**src/rtl/fetch_pc_unit_if.sv**
```systemverilog
// Fetch-side bundle: redirect from next-PC adder, imem req/ack port, and valid/ready decode port.
// master = fetch_pc_unit, slave = surrounding pipeline/memory.
interface fetch_pc_unit_if;
  logic [31:0] next_pc;
  logic        redirect;
  logic [31:0] pc;
  logic        imem_req;
  logic [31:0] imem_addr;
  logic        imem_ack;
  logic [31:0] imem_rdata;
  logic        if_valid;
  logic        if_ready;
  logic [31:0] if_pc;
  logic [31:0] if_instr;

  modport master (
    input  next_pc, redirect, imem_ack, imem_rdata, if_ready,
    output pc, imem_req, imem_addr, if_valid, if_pc, if_instr
  );

  modport slave (
    output next_pc, redirect, imem_ack, imem_rdata, if_ready,
    input  pc, imem_req, imem_addr, if_valid, if_pc, if_instr
  );
endinterface

```
**src/rtl/fetch_pc_unit.sv**
```systemverilog
// PC register + single-outstanding imem fetch sequencer feeding a 2-entry {pc,instr} FIFO.
// Ack in T -> if_valid in T+1; fetch stalls when FIFO would be full; redirect flushes and drops in-flight read.
module fetch_pc_unit #(
  parameter logic [31:0] RESET_PC = 32'h0000_0000,
  parameter int          INCR     = 4
) (
  input  logic          clk,
  input  logic          rst,
  fetch_pc_unit_if.master bus
);

  typedef enum logic [1:0] {IDLE, BUSY, DROP} state_t;

  state_t      state;
  logic [1:0]  count;
  logic [31:0] e0_pc, e0_instr, e1_pc, e1_instr;
  logic [31:0] pc_q, req_addr;
  logic        req_q;

  logic        push, pop, free, issue;
  logic [1:0]  count_next, wslot;

  always_comb begin
    pop        = bus.if_valid & bus.if_ready & ~bus.redirect;
    push       = bus.imem_ack & (state == BUSY) & ~bus.redirect;
    count_next = count + {1'b0, push} - {1'b0, pop};
    wslot      = count - {1'b0, pop};
    // The outstanding read retires at this edge if it is acked, so a new one may go out.
    free       = (state == IDLE) | bus.imem_ack;
    issue      = free & ~bus.redirect & (count_next < 2'd2);
  end

  assign bus.pc        = pc_q;
  assign bus.imem_req  = req_q;
  assign bus.imem_addr = req_addr;
  assign bus.if_valid  = (count != 2'd0);
  assign bus.if_pc     = e0_pc;
  assign bus.if_instr  = e0_instr;

  always_ff @(posedge clk or posedge rst) begin
    if (rst) begin
      state    <= IDLE;
      pc_q     <= RESET_PC;
      req_q    <= 1'b0;
      req_addr <= 32'h0;
      count    <= 2'd0;
      e0_pc    <= 32'h0;
      e0_instr <= 32'h0;
      e1_pc    <= 32'h0;
      e1_instr <= 32'h0;
    end else if (bus.redirect) begin
      pc_q  <= bus.next_pc;
      count <= 2'd0;
      // An unacked read cannot be cancelled on the bus; keep it up and discard its data later.
      if (state != IDLE && !bus.imem_ack) begin
        state <= DROP;
      end else begin
        state <= IDLE;
        req_q <= 1'b0;
      end
    end else begin
      count <= count_next;
      if (pop) begin
        e0_pc    <= e1_pc;
        e0_instr <= e1_instr;
      end
      // Later assignment wins: a push into slot 0 overrides the shift above.
      if (push) begin
        if (wslot == 2'd0) begin
          e0_pc    <= req_addr;
          e0_instr <= bus.imem_rdata;
        end else begin
          e1_pc    <= req_addr;
          e1_instr <= bus.imem_rdata;
        end
      end
      if (issue) begin
        req_q    <= 1'b1;
        req_addr <= pc_q;
        pc_q     <= pc_q + 32'(INCR);
        state    <= BUSY;
      end else if (state != IDLE && bus.imem_ack) begin
        req_q <= 1'b0;
        state <= IDLE;
      end
    end
  end

endmodule

```
**src/flat_wrapper.sv**
```systemverilog
// flat-port wrapper written by rule: the top's interface ports become plain ports
module fetch_pc_unit_flat 
#(
  parameter logic [31:0] RESET_PC = 32'h0000_0000,
  parameter int          INCR     = 4
)
  (clk, rst, bus_next_pc, bus_redirect, bus_imem_ack, bus_imem_rdata, bus_if_ready, bus_pc, bus_imem_req, bus_imem_addr, bus_if_valid, bus_if_pc, bus_if_instr);
  fetch_pc_unit_if bus_i ();
  input  logic clk;
  input  logic rst;
  input wire logic [$bits(bus_i.next_pc)-1:0] bus_next_pc;
  input wire logic [$bits(bus_i.redirect)-1:0] bus_redirect;
  input wire logic [$bits(bus_i.imem_ack)-1:0] bus_imem_ack;
  input wire logic [$bits(bus_i.imem_rdata)-1:0] bus_imem_rdata;
  input wire logic [$bits(bus_i.if_ready)-1:0] bus_if_ready;
  output wire logic [$bits(bus_i.pc)-1:0] bus_pc;
  output wire logic [$bits(bus_i.imem_req)-1:0] bus_imem_req;
  output wire logic [$bits(bus_i.imem_addr)-1:0] bus_imem_addr;
  output wire logic [$bits(bus_i.if_valid)-1:0] bus_if_valid;
  output wire logic [$bits(bus_i.if_pc)-1:0] bus_if_pc;
  output wire logic [$bits(bus_i.if_instr)-1:0] bus_if_instr;
  assign bus_i.next_pc = bus_next_pc;
  assign bus_i.redirect = bus_redirect;
  assign bus_i.imem_ack = bus_imem_ack;
  assign bus_i.imem_rdata = bus_imem_rdata;
  assign bus_i.if_ready = bus_if_ready;
  assign bus_pc = bus_i.pc;
  assign bus_imem_req = bus_i.imem_req;
  assign bus_imem_addr = bus_i.imem_addr;
  assign bus_if_valid = bus_i.if_valid;
  assign bus_if_pc = bus_i.if_pc;
  assign bus_if_instr = bus_i.if_instr;
  fetch_pc_unit #(.RESET_PC(RESET_PC), .INCR(INCR)) u_core (.clk(clk), .rst(rst), .bus(bus_i));
endmodule
```
**config.mk**
```make
export PLATFORM = sky130hd
export DESIGN_NAME = fetch_pc_unit_flat
export DESIGN_NICKNAME = d
export VERILOG_FILES = /design/src/rtl/fetch_pc_unit_if.sv /design/src/rtl/fetch_pc_unit.sv /design/src/flat_wrapper.sv
export SDC_FILE = /design/constraint.sdc
export NUM_CORES = 1
export LEC_CHECK = 0
export ABC_AREA = 0
export CAP_MARGIN = 40
export CORE_ASPECT_RATIO = 0.75
export CORE_MARGIN = 5
export CORE_UTILIZATION = 40
export DETAILED_ROUTE_END_ITERATION = 16
export GPL_TIMING_DRIVEN = 0
export MAX_ROUTING_LAYER = met4
export PLACE_DENSITY = 0.79
export SYNTH_ARGS = -nofsm -noshare
export SYNTH_HDL_FRONTEND = slang
export SYNTH_SLANG_ARGS = --single-unit
```
**constraint.sdc**
```tcl
create_clock -name clk -period 6.3 [get_ports clk]
set_clock_uncertainty 0.2 [all_clocks]
set_input_delay 1.26 -clock clk [delete_from_list [all_inputs] [get_ports clk]]
set_output_delay 1.26 -clock clk [all_outputs]
set_load 0.005 [all_outputs]
```
### After elaboration in Yosys (flattened, before gate mapping)

Index checks and enable logic that the tools add are counted.

| cells by class | value |
|---|---|
| add/sub/neg operators | 4 |
| order comparisons | 1 |
| eq/ne operators | 2 |
| multiplexer cells | 17 |
| bitwise gates (word level) | 9 |
| reduce and logical (&&, ||, !) cells | 12 |

Operators with widths:

| operator | count |
|---|---|
| $mux 32 | 8 |
| $add 32x3->32 const B | 1 |
| $mux 2 | 5 |
| $and 1x1->1 | 6 |
| $reduce_bool 2->1 | 3 |
| $logic_not 2->1 | 2 |
| $mux 1 | 4 |
| $reduce_and 2->1 | 2 |
| $sub 2x1->2 | 2 |
| $reduce_and 3->1 | 1 |
| $reduce_bool 3->1 | 1 |
| $add 2x1->2 | 1 |
| $eq 2x1->1 const B | 1 |
| $logic_and 1x1->1 | 2 |
| $lt 2x2->1 const B | 1 |
| $ne 2x2->1 const B | 1 |
| $not 1->1 | 2 |
| $logic_not 1->1 | 1 |
| $or 1x1->1 | 1 |

| word-level totals | value |
|---|---|
| bits in registers | 197 |
| bits of input ports | 69 |
| output and inout port bits | 130 |
| word-level logic and storage cells | 54 |

### Longest topological paths before layout

| logic depth | value |
|---|---|
| depth in word-level cells | 9 |
| gate-level depth with buffers | 11 |
| gate-level depth less buffers | 9 |

### Worst setup path before layout

Ideal clock, no wire load.

| timing | value |
|---|---|
| kind | input -> register |
| start | input port bus_redirect |
| end | register u_core.req_addr[0] (netlist: u_core.bus.imem_addr[0]) |
| data arrival time | 3.342 ns |
| data required time | 5.975 ns |
| setup slack | 2.633 ns |
| cell stages on the path | 9 |
| path through | nor4bb_1 ha_1 nand2b_1 o22a_1 clkbuf_1 nand2_1 nor2_1 buf_2 mux2_2 |

| on the way | value |
|---|---|
| longest elaborated chain between the ends | 7 |
| elaborated cells on any way between the ends | 9 |
| classes of those cells | add/sub (2); order compare (1); bitwise (5); reduce/logical (1) |

Ends and longest elaborated chain:

| item | line | RTL |
|---|---|---|
| start, declared | flat_wrapper.sv:12 | `input wire logic [$bits(bus_i.redirect)-1:0] bus_redirect;` |
| $not 1->1 (no line) (*) | -- |  |
| $and 1x1->1 | fetch_pc_unit.sv:25 | `push = bus.imem_ack & (state == BUSY) & ~bus.redirect;` |
| $add 2x1->2 | fetch_pc_unit.sv:26 | `count_next = count + {1'b0, push} - {1'b0, pop};` |
| $sub 2x1->2 | fetch_pc_unit.sv:26 |  |
| $lt 2x2->1 | fetch_pc_unit.sv:30 | `issue = free & ~bus.redirect & (count_next < 2'd2);` |
| $and 1x1->1 | fetch_pc_unit.sv:30 |  |
| $reduce_and 2->1 (no line) (*) | -- |  |
| end signal, assigned | fetch_pc_unit.sv:79 | `req_addr <= pc_q;` |
| end, declared | fetch_pc_unit.sv:17 | `logic [31:0] pc_q, req_addr;` |

Every way passes the cells marked *; elsewhere a longest branch is shown, timed or not.
A chain may end at the register's enable or synchronous reset.

### Worst setup path in the final report

| timing | value |
|---|---|
| start | input port bus_imem_ack |
| end | register u_core.req_addr[9] (netlist: u_core.bus.imem_addr[9]) |

| on the way | value |
|---|---|
| longest elaborated chain between the ends | 7 |
| elaborated cells on any way between the ends | 9 |
| classes of those cells | add/sub (2); order compare (1); bitwise (5); reduce/logical (1) |

Ends and longest elaborated chain:

| item | line | RTL |
|---|---|---|
| start, declared | flat_wrapper.sv:13 | `input wire logic [$bits(bus_i.imem_ack)-1:0] bus_imem_ack;` |
| $and 1x1->1 (2 in series) | fetch_pc_unit.sv:25 |  |
| $add 2x1->2 | fetch_pc_unit.sv:26 |  |
| $sub 2x1->2 | fetch_pc_unit.sv:26 |  |
| $lt 2x2->1 | fetch_pc_unit.sv:30 |  |
| $and 1x1->1 (*) | fetch_pc_unit.sv:30 |  |
| $reduce_and 2->1 (no line) (*) | -- |  |

Marks and branches as above.

==> impl_results.md <==
* Status: finished clean
* # Post-CTS Setup Buffers at 0
* CP cell instances: clkdlybuf4s50_1 -> nor4bb_1 -> ha_1 -> nand2b_1 -> o22a_1 -> clkbuf_1 -> nand2_1 -> nor2_1 -> buf_2 -> mux2_2
* Routing usage on met3 at 0.0505
* Worst Hold End: u_core.e1_pc[9]
* Row cnt at 46
* Setup crit end kind: flip-flop
* Ys async rst share at 1.00
* Final instance area at 11600 sq um
* Vias in the first global route at 6647
* Max-cap viol count at 0
* Pre-antenna DRT Iters at 5
* Adder-cell share of the synthesized area at 0.00291
* Largest delay contributor family on the critical path: buffers and inverters
* Final Max Slew Viols at 0
* Met1 track demand over resource at 0.293
* Fin util at 0.551
* Library cells used by synthesis at 45
* Starting density of the core at 0.407
* Full die area at 24600 sq um
* FF-to-FF End: u_core.bus.imem_addr[9]
* Post-Synth XOR/XNOR Area at 0.0102
* Crit-path slowest cell: clkdlybuf4s50_1
* CTS Hold Buffers Added at 0
* Startpoint types: primary input
* Post-synth top area share at 0.573
* GR peak layer: met2
* Post-synth design cell area at 8600 sq um
* Pre-CTS setup slack at 1330 ps
* Post-layout min period at 4590 ps
* Synth Net Count at 803
* Compound-gate portion of the synthesized area at 0.0776
* Worst slew pin tran at 877 ps
* Synth Register Bits at 197
* CP peak stage delay at 610 ps
* Longest Clk Path Bufs at 2
* Overall Power at 3.63 mW
* CTS tree: built
* Mapped Cells at 732
* Dominant synthesized flop cell: dfrtp_1
* Reg2reg path depth at 9
* Detailed-route DRC error count at 0
* Main combinational cell family by area after synthesis: multiplexers
* Syn_area_per_cell at 11.7 sq um
* Seq/Total Area, Yosys at 0.573
* CP Max Fanout at 10
* Hold Path Depth at 1
* CTS buffer count at 17
* Clock Latency Late Sink at 430 ps
* Met2 usage at 0.299
* Final period utilization at 0.729
* Clk root buf: clkbuf_16
* HPWL after DPL at 17.9 mm
* Initial antenna violation count at 0
* NumNets Final at 1025
* Simple-Gate Fraction of Synth Area at 0.107
* Placer Congestion at 0.842
* Reg2reg setup slack at 2740 ps
* Fin worst setup slack at 1710 ps
* Achievable Freq at 218 MHz
* GR Util All Layers at 0.206
* Fraction of layout cells with a size suffix above 1 at 0.149
* Mux contribution to synthesized area at 0.205
* Critical path class: primary input to flip-flop
* Placed Area at 11000 sq um
* VDD IR max at 0.160 mV
* Clock Pin Slew Worst Setup and Hold Paths at 70 ps
* Final setup fails at 0
* Post-DRT Antenna Nets at 0
* Total I/O pin count at 199
* Largest net degree at the start of global routing at 39
* Largest area contributor in the netlist: dfrtp_1
* Worst r2r src: u_core.state[1]
* RSZ-0062 raised after global routing: no
* First-pass GRT wire length at 37.9 mm
* Area contributors post-synth: dfrtp_1, mux2_2, mux2i_1
* Min-Delay Path Class: flip-flop to flip-flop
* Setup TNS at 0 ps
* Die height at 137 um
* CTS H-tree lvls at 4
* Crit path arrival time at 4700 ps
* Iter 0 DRT Violations at 469
* Die Wd at 179 um
* Drt total wl at 24.1 mm
* Bufs and invs on worst path at 3
* Mean routed wirelength per cell at 19.2 um
* Core ar. at 21100 sq um
* Post-CTS sizing at 0
* Max_slew headroom at 0.415
* Cell Pwr Density at 312 nW/um^2
* ANT cells at 0
* Post-synth EDFFs at 0
* Fin. Hold Viols at 0
* Area grow syn2layout at 35.4%
* Port Buf Inserts at 198
* P_leak at 4.68 nW
* Hold_sp: u_core.e1_pc[9]
* CP required at 6410 ps
* Total clock sinks at 197
* GR Overflow Total at 0
* Via count at 6671
* Syn. warnings at 0
* Vias per inst at 5.32
## cells in the final DEF (no fill, tap or decap), drive strengths merged, types with 16 or more instances in the layout
master,synthesis,layout
clkdlybuf4s50,0,198
dfrtp,197,197
mux2,99,99
clkbuf,36,56
nand4,16,16
mux2i,65,65
o21ai,80,80
nand2,89,89
nor2,26,26
## area by class of cell
type | instances | area (sq um)
fillers | 1833 | 9480
inverters | 6 | 26.3
repair buffers | 203 | 2080
plain buffers | 46 | 179
multi-input cells | 483 | 3470
clock inverters | 11 | 138
clock buffers | 20 | 457
well taps | 288 | 360
flip-flops and latches | 197 | 4930
## worst register-to-register path: stages, from the launching register on
cell and delay, ps:
dfrtp_1 400, nor4bb_1 510, ha_1 290, nand2b_1 160
o22a_1 130, clkbuf_1 350, nand2_1 240, nor2_1 430
buf_2 350, mux2_2 380
## logic make-up after synthesis
family,count (synthesis)
and+or+nand+nor,189
muxes,164
DFF,197
AOI/OAI and AO/OA,118
adders and majority gates,2
xor gates and xnor gates,10
buffers and inverters,52
## metal layers
metal	routed length, um	part of all wire
met1	11500	0.47
met2	10600	0.44
met3	1690	0.070
met4	369	0.015
met5	0	0
## state kept, by name (all words and copies together) (netlist names)
signal and count:
u_core.e1_pc 32, u_core.e1_instr 32, u_core.state 2, u_core.bus.imem_addr 32, u_core.bus.imem_req 1, u_core.count 2
u_core.bus.if_instr 32, u_core.bus.pc 32, u_core.bus.if_pc 32
## cells in the mapped netlist, drive strengths merged (3+ instances only)
master and count:
dfrtp 197, mux2 99, nand2 89, o21ai 80
mux2i 65, clkbuf 36, nor2 26, nand4 16
a31oi 15, or4 13, nand3 11, buf 10
o31ai 10, inv 6, nor3 5, xnor2 5
xor2 5, nand2b 4, nor2b 4, a21oi 3
and2 3, and3 3, and4 3, nor4 3
or3 3
## power by group
group          internal [mW]  leakage, nW  switching [mW]
Combinational          0.516         1.91           0.303
Clock                  0.615        0.288           0.496
Sequential              1.50         2.49           0.200
Total                   2.64         4.68           0.999
## stage by stage
stage / cells / hold WS (ps)
final: 1254 / 308
after global routing: 1254 / 323
after global placement: 1218 / 288
after CTS: 1254 / 313
after floorplan: 732 / 280
after detailed placement: 1223 / 296
## how the worst max path moves through the flow
stage | startpoint | end | slack [ps] | cells after the start
floorplan | rst | u_core.bus.if_instr[0] | 2290 | 1
global placement | rst | u_core.bus.if_pc[1] | 680 | 2
detailed placement | bus_imem_ack | u_core.bus.imem_addr[0] | 1330 | 10
CTS | bus_imem_ack | u_core.bus.imem_addr[9] | 1770 | 10
global route | bus_imem_ack | u_core.bus.imem_addr[9] | 1500 | 10
finish | bus_imem_ack | u_core.bus.imem_addr[9] | 1710 | 10
Power figures use the tool's default switching activity.
